### src/rtl/stream_mux_rr.sv
// stream_mux_rr: CHANNELS-way valid/ready stream mux with fixed-select or round-robin grant,
// single registered output stage. Optional transfer counter under STREAM_MUX_XFER_COUNT_EN.
module stream_mux_rr #(
    parameter int N        = 32,
    parameter int CHANNELS = 32,
    parameter int SEL_W    = $clog2(CHANNELS)
) (
    input  logic                  clk,
    input  logic                  rst,
    input  logic [CHANNELS*N-1:0] in_data,
    input  logic [CHANNELS-1:0]   in_valid,
    output logic [CHANNELS-1:0]   in_ready,
    input  logic                  mode,
    input  logic [SEL_W-1:0]      s,
    output logic [N-1:0]          out_data,
    output logic [SEL_W-1:0]      out_chan,
    output logic                  out_valid,
    input  logic                  out_ready
`ifdef STREAM_MUX_XFER_COUNT_EN
    ,
    output logic [31:0]           xfer_count
`endif
);

    localparam logic [SEL_W-1:0] PTR_RST = SEL_W'(CHANNELS - 1);

    logic [N-1:0]     chan_data [CHANNELS];
    logic [SEL_W-1:0] ptr;
    logic             can_accept;
    logic             grant_vld;
    logic [SEL_W-1:0] grant_idx;
    logic             xfer;
    int unsigned      rr_idx;

    for (genvar gi = 0; gi < CHANNELS; gi++) begin : g_unpack
        assign chan_data[gi] = in_data[gi*N +: N];
    end

    assign can_accept = !out_valid || out_ready;

    // Round-robin scans pointer+1 .. pointer+CHANNELS, wrapping; the first valid channel wins.
    always_comb begin
        grant_vld = 1'b0;
        grant_idx = '0;
        rr_idx    = 0;
        if (!mode) begin
            if (32'(s) < CHANNELS && in_valid[s]) begin
                grant_vld = 1'b1;
                grant_idx = s;
            end
        end else begin
            for (int unsigned k = 1; k <= CHANNELS; k++) begin
                rr_idx = 32'(ptr) + k;
                if (rr_idx >= CHANNELS) begin
                    rr_idx = rr_idx - CHANNELS;
                end
                if (!grant_vld && in_valid[SEL_W'(rr_idx)]) begin
                    grant_vld = 1'b1;
                    grant_idx = SEL_W'(rr_idx);
                end
            end
        end
    end

    always_comb begin
        in_ready = '0;
        for (int unsigned i = 0; i < CHANNELS; i++) begin
            in_ready[i] = !rst && can_accept && grant_vld && (SEL_W'(i) == grant_idx);
        end
    end

    assign xfer = !rst && can_accept && grant_vld;

    always_ff @(posedge clk) begin
        if (rst) begin
            out_valid <= 1'b0;
            out_data  <= '0;
            out_chan  <= '0;
            ptr       <= PTR_RST;
        end else if (xfer) begin
            out_data  <= chan_data[grant_idx];
            out_chan  <= grant_idx;
            out_valid <= 1'b1;
            if (mode) begin
                ptr <= grant_idx;
            end
        end else if (out_ready) begin
            out_valid <= 1'b0;
        end
    end

`ifdef STREAM_MUX_XFER_COUNT_EN
    always_ff @(posedge clk) begin
        if (rst) begin
            xfer_count <= '0;
        end else if (out_valid && out_ready) begin
            xfer_count <= xfer_count + 32'd1;
        end
    end
`endif

endmodule

### config.mk
export PLATFORM = sky130hd
export DESIGN_NAME = stream_mux_rr
export DESIGN_NICKNAME = d
export VERILOG_FILES = /design/src/rtl/stream_mux_rr.sv
export SDC_FILE = /design/constraint.sdc
export NUM_CORES = 1
export LEC_CHECK = 0
export BUFFER_PORTS_ARGS = -buffer_cell sky130_fd_sc_hd__buf_2
export CAP_MARGIN = 20
export CORE_AREA = 8 8 433 435
export CTS_CLUSTER_DIAMETER = 50
export CTS_CLUSTER_SIZE = 16
export DETAILED_ROUTE_END_ITERATION = 10
export DIE_AREA = 0 0 441 443
export PLACE_DENSITY = 0.3
export SYNTH_ARGS = -nofsm -noshare
export SYNTH_HDL_FRONTEND = slang
export SYNTH_SLANG_ARGS = --single-unit
### constraint.sdc
create_clock -name clk -period 10.25 [get_ports clk]
set_input_delay 1.025 -clock clk [delete_from_list [all_inputs] [get_ports clk]]
set_output_delay 1.025 -clock clk [all_outputs]
set_load 0.05 [all_outputs]
# --- After elaboration in Yosys (flattened, before gate mapping) ---
# Index checks and enable logic that the tools add are counted.
op_classes:
  n_addsub: 64
  n_lt_le_gt_ge: 66
  mux: 234
  n_eq_ne: 31
  n_reduce_logical: 102
  bitwise_logic: 1
op_table:
  columns: ["cell", "n"]
  rows:
  - ["$mux 5", 98]
  - ["$lt 5x6->1 const B", 33]
  - ["$ge 6x6->1 const B", 32]
  - ["$bmux 1 s5", 33]
  - ["$bmux 32 s5", 1]
  - ["$sub 5x1->5 const B", 32]
  - ["$mux 1", 100]
  - ["$add 5x5->6 const B", 16]
  - ["$eq 5x5->1 const A", 16]
  - ["$logic_and 1x1->1", 65]
  - ["$mux 32", 2]
  - ["$add 5x4->6 const B", 8]
  - ["$eq 4x5->1 const A", 8]
  - ["$logic_not 1->1", 33]
  - ["$add 5x3->6 const B", 4]
  - ["$eq 3x5->1 const A", 4]
  - ["$add 5x2->6 const B", 2]
  - ["$eq 2x5->1 const A", 2]
  - ["$add 5x6->7 const B", 1]
  - ["$ge 7x6->1 const B", 1]
  - ["$add 5x1->6 const B", 1]
  - ["$not 5->6", 1]
  - ["$eq 1x5->1 const A", 1]
  - ["$logic_not 5->1", 1]
  - ["3 further kinds", 3]
totals:
  reg_bits: 43
  wordCells: 502
  out_inout_bits: 70

# --- Logic depth before layout (Yosys ltp) ---
# Gate-level depths: netlist (run 1).
logic_depth:
  ltp_word: 136
  ltp_mapped: 29

# --- Least setup slack after synthesis (run 1) ---
# No wires, ideal clock.
synth_path:
  kind: "reg-to-output"
  startpoint: "reg ptr[1]"
  endpoint: "out in_ready[16]"
  stages_incl_launch_ff: 28
  t_arrival_ns: 7.281
  path_buffers: 11
  setup_slack_ns: 1.944
  cell_sequence: "dfxtp_1 > buf_4 > buf_6 > buf_2 > inv_1 > buf_1 > ha_1 > buf_4 > clkbuf_1 > mux2_2 > mux4_2 > mux4_2 > nand2b_1 > or4_1 > clkbuf_1 > or4_1 > or2_1 > clkbuf_1 > o21ai_0 > a211o_1 > a21o_1 > and2_1 > buf_2 > buf_6 > buf_6 > nand2_1 > or2_1 > nor2_1"
synth_between:
  elab_chain_len: 134
synth_rtl:
  columns: ["element", "line_no", "rtl"]
  rows:
  - ["start, declared", "28", "logic [SEL_W-1:0] ptr;"]
  - ["start signal, assigned", "85", "ptr <= grant_idx;"]
  - ["$add 5x1->6", "53", "rr_idx = 32'(ptr) + k;"]
  - ["$sub 5x1->5 or $ge 6x6->1 (tied branches)", "55, 54", null]
  - ["$mux 5", "54", "if (rr_idx >= CHANNELS) begin"]
  - ["$mux 5", "46", "if (!mode) begin"]
  - ["$bmux 1 s5", "57", "if (!grant_vld && in_valid[SEL_W'(rr_idx)]) begin"]
  - ["$mux 1 (implied by the code)", "57", null]
  - ["$mux 1", "57", null]
  - ["$mux 1", "46", null]
  - ["[118 not listed]", null, null]
  - ["$mux 1", "57", null]
  - ["$mux 1", "46", null]
  - ["$logic_not 1->1", "57", null]
  - ["$logic_and 1x1->1", "57", null]
  - ["$mux 5 or $mux 1 (tied branches)", "57", null]
  - ["$mux 5 or $mux 1 (tied branches)", "46", null]
  - ["$eq 5x5->1 or $logic_and 1x1->1 (tied branches)", "68", "in_ready[i] = !rst && can_accept && grant_vld && (SEL_W'(i) == grant_idx);"]
  - ["$logic_and 1x1->1 *", "68", null]
  - ["end, declared", "12", "output logic [CHANNELS-1:0] in_ready,"]
# Mark *: on every way between the ends. The rest lies on a longest branch, timed or not. The select of a mux whose other input is x is not followed.

# --- Worst setup path in the final report (run 1) ---
layout_path:
  startpoint: "reg ptr[1]"
  endpoint: "reg out_data[0]"
layout_between:
  elab_chain_len: 136
layout_rtl:
  columns: ["element", "line_no", "rtl"]
  rows:
  - ["$add 5x1->6", "53", null]
  - ["$sub 5x1->5 or $ge 6x6->1 (tied branches)", "55, 54", null]
  - ["$mux 5", "54", null]
  - ["$mux 5", "46", null]
  - ["$bmux 1 s5", "57", null]
  - ["$mux 1 (implied by the code)", "57", null]
  - ["$mux 1", "57", null]
  - ["$mux 1", "46", null]
  - ["[119 not listed]", null, null]
  - ["$mux 1", "46", null]
  - ["$logic_not 1->1", "57", null]
  - ["$logic_and 1x1->1", "57", null]
  - ["$mux 5", "57", null]
  - ["$mux 5", "46", null]
  - ["$not 5->6 (implied by the code)", "81", "out_data <= chan_data[grant_idx];"]
  - ["$bmux 32 s5", "81", null]
  - ["$mux 32 (implied by the code) (2 in series)", "81", null]
  - ["end signal, assigned", "81", null]
  - ["end, declared", "15", "output logic [N-1:0] out_data,"]
# Parallel ways exist; a longest one is shown, timed or not. The select of a mux whose other input is x is not followed.
# A chain may end at the register's enable or synchronous reset.

==> results of run 1 <==
## final timing paths
path,slack (ns),cells after the start,from,to
worst min register to register,0.47,2,out_data[16],out_data[16]
worst max register to register,1.17,18,ptr[1],out_data[0]
worst min-delay path,0.47,2,out_data[16],out_data[16]
worst max-delay path,1.17,18,ptr[1],out_data[0]
## layout make-up
type | count | area [um2]
multi-input cells | 1829 | 16990
fillers | 20640 | 152200
clock inverters | 2 | 12.51
diodes | 28 | 70.07
clock buffers | 6 | 128.9
inverters | 23 | 88.84
repair buffers | 1262 | 6802
well taps | 2370 | 2965
flip-flops and latches | 43 | 863.3
## flip-flops by register name, summed over array words and instances, names as in the netlist
name,count
out_chan,5
out_data,32
out_valid,1
ptr,5
## per-layer routing
| metal | up-vias | part of all wire | track usage |
|---|---|---|---|
| met5 | - | 0.00099 | 0 |
| met2 | 1019 | 0.51 | 0.3331 |
| met4 | 30 | 0.015 | 0.02278 |
| met3 | 169 | 0.060 | 0.03081 |
| met1 | 11740 | 0.41 | 0.2276 |
| li1 | 10450 | - | - |
## cell usage in the layout (no fill, tap or decap), types with 18 or more instances in the layout
cell type	instances
sky130_fd_sc_hd__buf_2	1131
sky130_fd_sc_hd__nor3_1	23
sky130_fd_sc_hd__o21ai_0	75
sky130_fd_sc_hd__a211oi_1	37
sky130_fd_sc_hd__o211ai_1	34
sky130_fd_sc_hd__nand2_1	121
sky130_fd_sc_hd__nand3_1	27
sky130_fd_sc_hd__and2_0	19
sky130_fd_sc_hd__mux4_2	147
sky130_fd_sc_hd__diode_2	28
sky130_fd_sc_hd__a22oi_1	33
sky130_fd_sc_hd__mux2i_1	663
sky130_fd_sc_hd__dfxtp_1	41
sky130_fd_sc_hd__buf_4	119
sky130_fd_sc_hd__inv_1	18
sky130_fd_sc_hd__nor2_1	132
sky130_fd_sc_hd__xnor2_1	18
sky130_fd_sc_hd__mux2_2	125
sky130_fd_sc_hd__a21oi_1	47
## cell families (layout without fill, tap and decap cells)
family | count (synthesis) | after routing | share of synthesized area
compound gates | 415 | 415 | 0.1582
xor+xnor | 28 | 28 | 0.01302
fa+ha+maj | 13 | 13 | 0.008639
buf+inv | 216 | 1293 | 0.05927
flops | 43 | 43 | 0.04572
mux | 946 | 946 | 0.6096
other cells | 0 | 28 | 0
simple gates | 427 | 427 | 0.1055
## through the flow
stage / setup WS [ns] / std cells / util / hold WS (ns)
after floorplan: 1.944 / 2088 / - / 0.6726
after global placement: 1.325 / 5525 / 0.1536 / 0.4363
after detailed placement: 1.355 / 5526 / 0.1536 / 0.4520
after CTS: 0.9441 / 5534 / 0.1544 / 0.4730
after global routing: 0.7851 / 5538 / 0.1546 / 0.4834
final: 1.170 / 5563 / 0.1550 / 0.4656
## worst max-delay path, delay by kind of cell, from the launching register on
family / cells / cell delay, ns
muxes: 4 / 2.71
and+or+nand+nor: 6 / 2.69
buffers and inverters: 3 / 1.21
DFF: 1 / 0.62
AOI/OAI and AO/OA: 3 / 0.58
adders and majority gates: 1 / 0.53
xor gates and xnor gates: 1 / 0.36
## power groups by stage
stage	clock network, mW	registers (mW)	logic, mW
floorplan	0	0.381	3.72
global placement	0	0.263	6.51
detailed placement	0	0.262	6.48
CTS	0.231	0.258	6.50
global route	0.229	0.262	6.78
finish	0.205	0.254	6.40
==> metrics list, run 1 <==
- Clock Latency Late Sink: 0.35 ns
* TritonCTS clock tree: yes
* Path class of the lowest-slack min-delay path: flop to flop
* Number of buffer cells added on primary ports: around 1100
- In this run the standard cell core region covers around 180000 um2.
* Max-slew violations: 0
- Total wirelength of the detailed-routed design: ~190000 um
- Worst slew margin relative to its limit: 0.05351
* Total internal power: between 2 and 3 mW
* Total negative slack for setup checks: 0 ns
* Total I/O pin count: approximately 1100
- Final period util: 0.8858
- Critical path, cell by cell: buf_4, ha_1, xor2_2, mux4_2, mux4_2, or4_1, or4_1, or4_1, or2_1, nand2_1, o31ai_4, buf_12, buf_12, mux2i_1, mux2i_1, o21ai_0, nand2_1, o211a_1
* TritonCTS sink count: between 40 and 50
- Along the worst path, the maximum fanout reaches between 70 and 80.
- Relative to the synthesized area, the layout overhead comes to 48.28%.
* Leak pwr: 13.44 nW
* Clock Skews: 0.01191 ns
* Area after detailed placement: 27680 um2
- Syn Std Cell Area: 18830 um2
* Wire length of the first global-routing pass: roughly 240000 um
- Buffers inserted during post-CTS setup optimization: 0
- Die area: around 200000 um2
* Number of antenna violations at the first check in global routing: 81
* Detailed placement HPWL: roughly 160000 um
* Number of instances resized during post-cts repair: 0
* Shortest clock period the worst path allows after layout: 9.080 ns
* # setup viols final: 0
* Critical path class: flop to flop
- Synthesis produced a netlist with a net count of 3166.
- Die X-Extent: ~440 um
- STA classifies the critical path endpoint as a flop.
- In this run, CTS created clock tree buffers numbering 5.
* Top achievable clock speed: 110.1 MHz
* RSZ-0062 raised after global routing: no
- Share of layout cells above drive strength 1: 0.5014
* Share of synthesized flip-flops with an asynchronous set or reset: 0
* Cell count after synthesis: 2088
- Effective utilization at floorplan: 0.1045
* Count of hold-fix buffers inserted at cts: 0
- Sorting the synthesized cells by how often they occur yields sky130_fd_sc_hd__mux2i_1 (663), sky130_fd_sc_hd__mux4_2 (147), sky130_fd_sc_hd__nor2_1 (137), sky130_fd_sc_hd__mux2_2 (125), sky130_fd_sc_hd__nand2_1 (123).
- The root buffer cell chosen for the clock tree is sky130_fd_sc_hd__clkbuf_16.
- Largest cells by area after synthesis: sky130_fd_sc_hd__mux2i_1 (35%), sky130_fd_sc_hd__mux4_2 (18%), sky130_fd_sc_hd__mux2_2 (7.5%), sky130_fd_sc_hd__dfxtp_1 (4.6%), sky130_fd_sc_hd__nor2_1 (2.7%)
* Proportion of netlist area held by the largest area contributor: 0.3524
- By instance count, the leading cell after synthesis is sky130_fd_sc_hd__mux2i_1.
* Switching portion of total power: 0.6038
- Maximum number of pins on one net before global-route repair: a little over 100
- Dividing the detail-routed wire length by the instance count gives around 34 um.
- RD Place Congestion: roughly 1.0
* Number of synthesis warnings: 0
* Relative contribution of combinational cells to total power: 0.933
- Total of max-cap violations: 0
* Total number of nets in the final design: roughly 4200
- Run status: finished, final reports clean
- Average size of a mapped cell: approximately 9 um2
* Clock Path Buffers: 2
* Slowest stage cell on the critical path: sky130_fd_sc_hd__mux2i_1
* Number of levels the H-tree was split into: 2
- Drt first-iter violations: around 2000
* Critical path startpoint category: flop
- Power consumption: around 6.9 mW
- The final number of hold-violating endpoints came to 0.
* Crit-path most repeated cell: sky130_fd_sc_hd__or4_1
- Chip Height: between 400 and 500 um
- The share of the Yosys chip area taken by registers is 0.04572.
- DRT antenna net count: 0
- Total global routing overflow: 0
- Cell area after layout: roughly 28000 um2
- The synthesized design spends more area on one cell type than any other, namely sky130_fd_sc_hd__mux2i_1.
* Post-DR vias/cell: approximately 4.2
- Number of remaining DRC errors: 0
- GR Util All Layers: 0.1820
- STA puts the critical path data arrival time at roughly 9.3 ns.
- In this run, synthesis produced a sequential element count of 43.
- The worst-case IR drop observed on VDD is 0.1547 mV.
* Clk pwr share: 0.030
* Cell Rows: approximately 160
- STA puts the critical path data required time at around 10 ns.
- Switch Pwr: just over 4 mW
- The share of total power dissipated in sequential elements is 0.037.
- Drt first pass iters: 5
- Tightest Pin Transition: around 1.4 ns
- Vias after detailed routing: about 23000
- Number of enable flip-flop cells after synthesis: 0
- Among all flip-flop cells after synthesis, the most frequent one is sky130_fd_sc_hd__dfxtp_1.
- In this run the power density over the cells is around 250 nW/um2.
- The number of different library cells used by synthesis comes to 81.
- Highest cell delay on the worst timing path: 1.15 ns
* Via count of the first global-routing pass: ~25000
* Clock-pin transition on the worst setup and hold timing paths: about 0.1 ns
No activity file was read; power rests on OpenSTA's default activity.
==> run 2, diff against run 1 <==
==> constraint.sdc (replaced) <==
create_clock -name clk -period 9.5 [get_ports clk]
set_input_delay 0.95 -clock clk [delete_from_list [all_inputs] [get_ports clk]]
set_output_delay 0.95 -clock clk [all_outputs]
set_load 0.05 [all_outputs]
==> run 2 against run 1 <==
Net effect:
- first-iteration DRC count is 4.1% lower
- combinational power rose by 9.8%
- routed wire length down 0.24%
- critical endpoint is now in_ready[30]
- clock power grew 32%
- clock skew rose by 0.013 ns
- critical path depth up 2
- final area up 0.53%
- worst hold slack barely moved
- largest power group unchanged
- die area unchanged
==> metrics list, run 2 (synthesis gave the netlist of run 1 again) <==
* Run status: finished, final reports clean
- Clock Path Buffers: 2 (unchanged)
- The mean number of vias per cell came to 4.188 (-0.46%).
- The cell internal power dissipation was 3.022 mW (+11%).
- Worst slack at placement: 0.9032 ns (-0.4517 ns)
- The required time at the endpoint of the critical path was 8.55 ns (-1.94 ns).
- Total of max-cap violations: 0 (unchanged)
- Detailed placement HPWL: 164200 um (-0.16%)
- The library cells used most frequently in the layout, excluding fill and tap cells, are sky130_fd_sc_hd__buf_2 (1131), sky130_fd_sc_hd__mux2i_1 (663), sky130_fd_sc_hd__mux4_2 (147), sky130_fd_sc_hd__nor2_1 (132), sky130_fd_sc_hd__mux2_2 (125).
- Final Hold Vio Count: 0 (unchanged)
- IR drop worst, VDD: 0.1707 mV (+10%)
- Final period util: 0.9264
- Number of levels the H-tree was split into: 2 (unchanged)
- TritonCTS clock tree: yes
- Drt first-iter violations: 1912 (-4.1%)
- The overall global routing resource usage was 0.1809 (-0.001132).
- Leaving out fill and tap cells, the most frequent cell in the layout is sky130_fd_sc_hd__buf_2.
- The portion of total power attributed to sequential cells is 0.037 (about the same).
* Crit-path most repeated cell: sky130_fd_sc_hd__buf_4
- Critical path class: flop to primary output
- The power share of the clock group was 0.036 (+0.006).
* Worst slew margin relative to its limit: 0.2654 (+0.2119)
* Final worst-path setup slack: 0.6991 ns (-0.4712 ns)
- The pin slew with the least headroom to its limit came to 1.095 ns (-0.2850 ns).
- TritonCTS sink count: 43 (unchanged)
- Via count of the first global-routing pass: 23980 (-2.2%)
- Worst path buffer plus inverter count: 4 (+1)
* Slowest stage cell on the critical path: sky130_fd_sc_hd__ha_1
- RD Place Congestion: 0.9276 (-7.5%)
* Layout overhead on the synthesized area: 49.07%
* Critical-path maximum fanout: 15 (-80%)
- Share of layout cells above drive strength 1: 0.5024 (+0.0009449)
* Number of buffer cells added on primary ports: 1134 (unchanged)
* # setup viols final: 0 (unchanged)
* Area of the multi-input gates: 16990 um2 (about the same)
- Buffers inserted during post-CTS setup optimization: 0 (unchanged)
- Drt first pass iters: 5 (unchanged)
- Traced cell by cell, the critical path runs through inv_2, ha_1, mux4_2, mux2i_1, o22ai_1, a221o_1, or4_1, nand4b_1, buf_4, nor4_1, a211oi_1, nand3_1, a21oi_1, nand2_1, a32oi_4, buf_4, nand2b_2, nand2b_1, nor2_1, buf_2.
- Total CTS buffers: 5 (unchanged)
* Registers with the highest flip-flop counts: out_data x32, out_chan x5, ptr x5
- Final worst hold slack: 0.4654 ns (-0.0002570 ns)
- FF+latch area: 864.6 um2 (+0.14%)
- Vias after detailed routing: 23330 (-0.32%)
- The largest net degree at the start of global routing is 78 (-24%).
- The switching power of the nets came to 4.564 mW (+10%).
* Area inside the core boundary: 180200 um2 (unchanged)
- RSZ-0062 raised after global routing: no
- Register with the most flip-flops: out_data
* Clock-pin transition on the worst setup and hold timing paths: 0.11 ns (about the same)
* Total number of nets in the final design: 4246 (+0.094%)
- Number of antenna violations at the first check in global routing: 80 (-1.2%)
* Dominant delay contributor by cell family on the critical path: simple AND/OR/NAND/NOR gates
* Number of remaining DRC errors: 0 (unchanged)
- Switching portion of total power: 0.6016 (-0.002227)
* Worst Path Arrival: 7.85 ns (-1.47 ns)
* Effective utilization at floorplan: 0.1045 (unchanged)
- Fill cell count: 20600 (-0.16%)
- Leak pwr: 13.50 nW (+0.45%)
* Cell area after layout: 28070 um2 (+0.53%)
- The total count of max-transition violations in the final report came to 0 (unchanged).
* Total I/O pin count: 1135 (unchanged)
- Number of instances resized during post-cts repair: 0 (unchanged)
- The horizontal extent of the die is 441 um (unchanged).
- The total negative slack was 0 ns (unchanged).
- Clock Skews: 0.02522 ns (+0.01331 ns)
* Chip Height: 443 um (unchanged)
* Critical path startpoint category: flop
- Die area: 195400 um2 (unchanged)
* Max FFs per register: 32 (unchanged)
- Path class of the lowest-slack min-delay path: flop to flop
* Shortest clock period the worst path allows after layout: 8.801 ns
- Relative contribution of combinational cells to total power: 0.927 (-0.006)
- The number of rows in the core area is 156 (unchanged).
* Count of hold-fix buffers inserted at cts: 0 (unchanged)
- Total global routing overflow: 0 (unchanged)
- The clock latency reported for the late side of the worst-skew pair came to 0.35 ns (about the same).
* Wire length of the first global-routing pass: 240000 um (-0.75%)
- Total wirelength of the detailed-routed design: 187100 um (-0.24%)
* Wire length per cell: 33.59 um (-0.38%)
- The area of placed instances is 27800 um2 (+0.43%).
- Fin util: 0.1558 (+0.0008270)
- Top achievable clock speed: 113.6 MHz
- The delay of the slowest cell on the worst path is 0.80 ns (-0.35 ns).
* Cell area power density: 270.3 nW/um2 (+9.9%)
- Clock tree root buffer cell: sky130_fd_sc_hd__clkbuf_16
- Kind of capture point of the worst setup path: primary output
* DRT antenna net count: 0 (unchanged)
run 2: changes by cell type in the layout (fill, tap and decap cells not counted), moves of 2 or more:
cell,delta
sky130_fd_sc_hd__buf_12,+6
sky130_fd_sc_hd__diode_2,+4
sky130_fd_sc_hd__buf_4,-3
sky130_fd_sc_hd__bufinv_16,+2
run 2: metrics by stage:
step	total power [mW]	std cells
global route	8.041	5555
detailed placement	7.458	5531
finish	7.586	5571
CTS	7.767	5539
global placement	7.515	5529
floorplan	4.421	2088
run 2: power by group through the flow:
stage          registers (mW)  clock network [mW]  logic, mW
2_1_floorplan           0.411                   0       4.01
3_3_place_gp            0.294                   0       7.22
3_5_place_dp            0.292                   0       7.17
4_1_cts                 0.288               0.292       7.19
5_1_grt                 0.292               0.293       7.46
6_report                0.284               0.270       7.03
run 2: metal layers:
layer,track usage,wire [um]
met5,0,163
met4,0.02304,2540
met3,0.02740,8938
met2,0.3293,96320
met1,0.2294,79150
run 2: layout make-up:
type                    count  share of cell area
multi-input cells        1829              0.6054
repair buffers           1266              0.2454
well taps                2370              0.1056
flip-flops and latches     43             0.03080
clock buffers               6            0.004591
inverters                  23            0.003165
diodes                     32            0.002853
clock inverters             2            0.002140
run 2: worst paths after layout:
kind | startpoint | end | slack [ns] | depth (start not counted)
setup reg to reg | ptr[2] | out_data[3] | 1.10 | 20
hold reg to reg | out_data[21] | out_data[21] | 0.47 | 2
setup / recovery | ptr[3] | in_ready[30] | 0.70 | 20
hold / removal | out_data[21] | out_data[21] | 0.47 | 2
run 2: worst register-to-register path: cells and delay by family, from the launching register on:
family	cells	cell delay, ns
buffers and inverters	5	1.78
muxes	4	2.10
DFF	1	0.33
and+or+nand+nor	3	0.94
xor gates and xnor gates	1	0.58
adders and majority gates	1	0.38
AOI/OAI and AO/OA	6	2.25
